<file path="config.mk">
export PLATFORM = sky130hd
export DESIGN_NAME = bus_request_arbiter
export DESIGN_NICKNAME = d
export VERILOG_FILES = /design/src/rtl/bus_request_arbiter.sv
export SDC_FILE = /design/constraint.sdc
export NUM_CORES = 1
export LEC_CHECK = 0
export CAP_MARGIN = 30
export CORE_MARGIN = 8
export CORE_UTILIZATION = 53
export DETAILED_ROUTE_END_ITERATION = 7
export HOLD_SLACK_MARGIN = 0.15
export PLACE_DENSITY = 0.82
export SYNTH_ARGS = -nofsm -noshare
export SYNTH_HDL_FRONTEND = slang
export SYNTH_SLANG_ARGS = --single-unit
</file>
<file path="constraint.sdc">
create_clock -name clk -period 4.5 [get_ports clk]
set_input_delay 0.9 -clock clk [delete_from_list [all_inputs] [get_ports clk]]
set_output_delay 0.9 -clock clk [all_outputs]
set_load 0.05 [all_outputs]
</file>
<file path="src/rtl/bus_request_arbiter.sv">
// Registered N-source bus arbiter: fixed-priority or round-robin selection, grant hold,
// and a saturating count of contended cycles.
module bus_request_arbiter #(
  parameter int N  = 32,
  parameter int W  = $clog2(N),
  parameter int CW = 8
) (
  input  logic          clk,
  input  logic          clr,
  input  logic [N-1:0]  req,
  input  logic          mode,
  input  logic          hold,
  input  logic          clr_stat,
  output logic [W-1:0]  sel,
  output logic [N-1:0]  grant,
  output logic          valid,
  output logic [CW-1:0] conflict_cnt
);

  logic [W-1:0] ptr;
  logic [W-1:0] g_lo;
  logic [W-1:0] g_rr;
  logic         found_rr;
  logic [W-1:0] win;
  logic [W-1:0] ptr_nxt;
  logic [N-1:0] grant_nxt;
  logic         any_req;
  logic         multi_req;
  logic         hold_ok;

  // Descending scans leave the lowest matching index in the result.
  always_comb begin
    g_lo     = '0;
    g_rr     = '0;
    found_rr = 1'b0;
    for (int unsigned i = N; i > 0; i--) begin
      if (req[i-1]) begin
        g_lo = W'(i-1);
        if (W'(i-1) >= ptr) begin
          g_rr     = W'(i-1);
          found_rr = 1'b1;
        end
      end
    end
  end

  always_comb begin
    win       = (mode && found_rr) ? g_rr : g_lo;
    ptr_nxt   = '0;
    if (mode && (win != W'(N-1)))
      ptr_nxt = win + 1'b1;
    grant_nxt      = '0;
    grant_nxt[win] = 1'b1;
    any_req   = |req;
    multi_req = |(req & (req - 1'b1));
    hold_ok   = hold && valid && req[sel];
  end

  always_ff @(posedge clk) begin
    if (clr) begin
      sel   <= '0;
      grant <= '0;
      valid <= 1'b0;
      ptr   <= '0;
    end else if (hold_ok) begin
      sel   <= sel;
    end else if (!any_req) begin
      sel   <= '0;
      grant <= '0;
      valid <= 1'b0;
    end else begin
      sel   <= win;
      grant <= grant_nxt;
      valid <= 1'b1;
      ptr   <= ptr_nxt;
    end
  end

  always_ff @(posedge clk) begin
    if (clr || clr_stat)
      conflict_cnt <= '0;
    else if (multi_req && (conflict_cnt != '1))
      conflict_cnt <= conflict_cnt + 1'b1;
  end

endmodule

</file>
==> qor.txt <==
Clock transition at path regs -> 0.11 ns
total CTS buffers -> 5
area occupied by multi-input gates -> 2880 um^2
Die ar. -> 11000 um^2
diode count -> 0
CTS tree -> built
GRT overflow -> 0
DRC -> 0
Core ar. -> 7690 um^2
final period utilization -> 0.939
Hold Path Class -> register to register
Crit Path Class -> input port to register
Post-synth ARST share -> 0
Critical Path AT -> 4.48 ns
chip height -> 105 um
CP max FO -> 4
DRT Wirelength -> 15200 um
CTS max path bufs -> 2
Min-Delay Endpoint -> grant[9]$_SDFFE_PP0N_
P&R area growth vs syn -> 28.5%
Cell variety after synth -> 79
worst-margin pin slew -> 0.662 ns
clk sinks -> 51
Crit path max-delay family -> simple AND/OR/NAND/NOR gates
Post-DRT Antenna Nets -> 0
largest family of logic cells by synthesized area -> compound AO/OA/AOI/OAI gates
Synth Area in Compound Gates -> 0.304
input/output buffers -> 82
reg2reg start -> ptr[1]$_SDFFE_PP0P_
Synth top area share -> 0.243
DR pass1 iterations -> 5
Site Rows -> 32
required time worst endpoint -> 4.76 ns
Hold Path Cell Cnt -> 2
WL/cell -> 20.7 um
HPWL after DPL -> 11800 um
Avg Inst Size Synth -> 7.76 um^2
Post-Synth Simple-Gate Area -> 0.271
Initial Utilization -> 0.546
number of buffers added for setup after CTS -> 0
Startpoint Class -> input port
register area -> 1020 um^2
DR vias/cell -> 6.62
drt initial violations -> 490
Root Driver -> clkbuf_8
Final setup viols -> 0
post-synthesis mux area share -> 0.0739
Post-synth EDFFs -> 0
dominant cell type by area after synthesis -> dfxtp_1
Final GP Congestion -> 0.958
Post-synth top flop -> dfxtp_1
final worst slack -> 0.276 ns
status -> complete, no violations
Lkg Pwr -> 1.93 nW
max_cap viols -> 0
syn_nets -> 584
clock latency at the later pin of the worst-skew pair -> 0.31 ns
CP max stage delay -> 0.48 ns
fillers -> 665
synth warn -> 0
hold path startpoint -> grant[9]$_SDFFE_PP0N_
CP bufs+invs -> 2
post-synthesis xor/xnor area fraction -> 0.0146
Via Count -> 4873
Die W -> 105 um
reg2reg setup slack -> 0.36 ns
clk_skew -> 0.00782 ns
H-tree level count -> 2
Tot GR Track Use -> 0.267
Sum Neg Setup Slack -> 0 ns
final hold viol count -> 0
layout cells sized above 1 -> 0.164
Critical-path top delay cell -> clkdlybuf4s50_1
Setup crit end kind -> register
vias in the first global route -> 4665
io pins -> 83
Post-CTS Resized -> 0
first-pass GRT wire length -> 24300 um
#FFs+latches synth -> 51
cells on worst reg2reg path -> 17
Final min period -> 4.22 ns
pin count of the biggest net entering global routing -> 42
Mapped Area -> 4200 um^2
fraction of the mapped netlist area in adder cells -> 0.0226
largest cells by area after synthesis -> dfxtp_1 24%, nor2_1 8.5%, a32oi_1 7.1%
max_slew headroom -> 0.559
Peak VDD IR -> 0.000207 V
worst path cell trace -> clkdlybuf4s50_1 > nor2b_1 > a222oi_1 > nand3_1 > nand2b_1 > o41ai_4 > nor2_1 > a32oi_2 > inv_1 > ha_1 > and3_1 > ha_1 > nand2b_1 > nor4_4 > nor2b_1 > nand4b_1 > nand3_1
Final Max Slew Viols -> 0
worst flop-to-flop path endpoint -> ptr[3]$_SDFFE_PP0P_
PwrDens -> 230 nW/um^2
Post-CTS Hold Fix Bufs -> 0
antenna violations before repair -> 0
RSZ-0062 raised after global routing -> no
sequential share of the synthesized area -> 0.243
Nets -> 676
synthesized instance count -> 541
pre-CTS setup slack -> 0.00699 ns
Max Fclk -> 237 MHz
## routing by layer
metal	vias up	wire length (um)	track usage
li1	2223	-	-
met1	2296	6530	0.362
met2	314	6670	0.410
met3	40	1690	0.0651
met4	0	344	0.0734
met5	-	0	0
## area by class of cell
cell class	count	share of cell area
Inverter	15	0.0104
Sequential cell	51	0.189
Multi-Input combinational cell	426	0.534
Tap cell	102	0.0237
Clock buffer	5	0.0128
Timing Repair Buffer	134	0.224
Clock inverter	3	0.00510
## state kept, by name (all words and copies together) (netlist names)
register and count:
ptr 5, conflict_cnt 8, grant 32, sel 5
valid 1
## worst register-to-register path: stages (launching register included)
cell and delay, ns:
dfxtp_1 0.74, buf_4 0.28, a211oi_1 0.08, o21ai_0 0.27
o211ai_1 0.20, or2_1 0.34, o41ai_4 0.42, nor2_1 0.10
a32oi_2 0.21, inv_1 0.09, ha_1 0.24, and3_1 0.16
ha_1 0.20, nand2b_1 0.18, nor4_4 0.21, nor2b_1 0.17
nand4b_1 0.10, nand3_1 0.09
## cells by family (layout without fill, tap and decap cells)
family | count (synthesis) | in the layout
simple gates | 221 | 221
compound gates | 172 | 172
buf+inv | 64 | 157
flops | 51 | 51
mux | 18 | 18
fa+ha+maj | 8 | 8
xor+xnor | 7 | 7
## where the power goes
part	switching, mW	internal [mW]
clock	0.173	0.115
combinational	0.263	0.194
sequential	0.0332	0.466
## worst max path at each step
stage / cells past startpoint / end / slack [ns] / start
CTS: 17 / ptr[3]$_SDFFE_PP0P_ / 0.29 / req[26]
global placement: 17 / ptr[3]$_SDFFE_PP0P_ / 0.12 / req[26]
finish: 17 / ptr[3]$_SDFFE_PP0P_ / 0.28 / req[26]
global route: 17 / ptr[3]$_SDFFE_PP0P_ / 0.03 / req[26]
floorplan: 17 / ptr[3]$_SDFFE_PP0P_ / 0.36 / req[8]
detailed placement: 17 / ptr[3]$_SDFFE_PP0P_ / 0.007 / req[26]
## placed cells by master (no fill, tap or decap), types with 6 or more instances in the layout
| master | Yosys | routed |
|---|---|---|
| inv_1 | 13 | 13 |
| nand3_1 | 13 | 13 |
| a32oi_1 | 34 | 34 |
| ha_1 | 6 | 6 |
| dfxtp_1 | 51 | 51 |
| mux2i_1 | 7 | 7 |
| nand4_1 | 6 | 6 |
| a22oi_1 | 8 | 8 |
| a21oi_1 | 25 | 25 |
| o211ai_1 | 6 | 6 |
| clkdlybuf4s50_1 | 0 | 82 |
| nor2b_1 | 9 | 9 |
| or2_2 | 6 | 6 |
| o21ai_0 | 25 | 25 |
| o22ai_1 | 6 | 6 |
| mux4_2 | 10 | 10 |
| a31oi_1 | 7 | 7 |
| nand2_1 | 30 | 30 |
| nor4_1 | 8 | 8 |
| and2_4 | 8 | 8 |
| nor3_1 | 13 | 13 |
| buf_4 | 7 | 52 |
| nand2b_1 | 8 | 8 |
| nor2_1 | 95 | 95 |
## cells in the mapped netlist, drive strengths merged, types with 10 or more instances
library cell  instances
and2                 11
nor2                 97
inv                  15
buf                  24
o21ai                29
nor4                 12
a32oi                35
dfxtp                51
nor3                 14
nand3                13
nand2                30
a21oi                25
mux4                 10
clkbuf               25
## stage by stage
stage	hold WS (ns)	instances	power (mW)	instance area [um^2]	utilization
2_1_floorplan	0.733	541	0.790	4200	-
3_3_place_gp	0.471	728	0.947	5300	0.689
3_5_place_dp	0.476	728	0.953	5300	0.689
4_1_cts	0.505	736	1.24	5400	0.702
5_1_grt	0.529	736	1.29	5400	0.702
6_report	0.498	736	1.24	5400	0.702
Note: power is estimated with default switching activity, not from simulation.
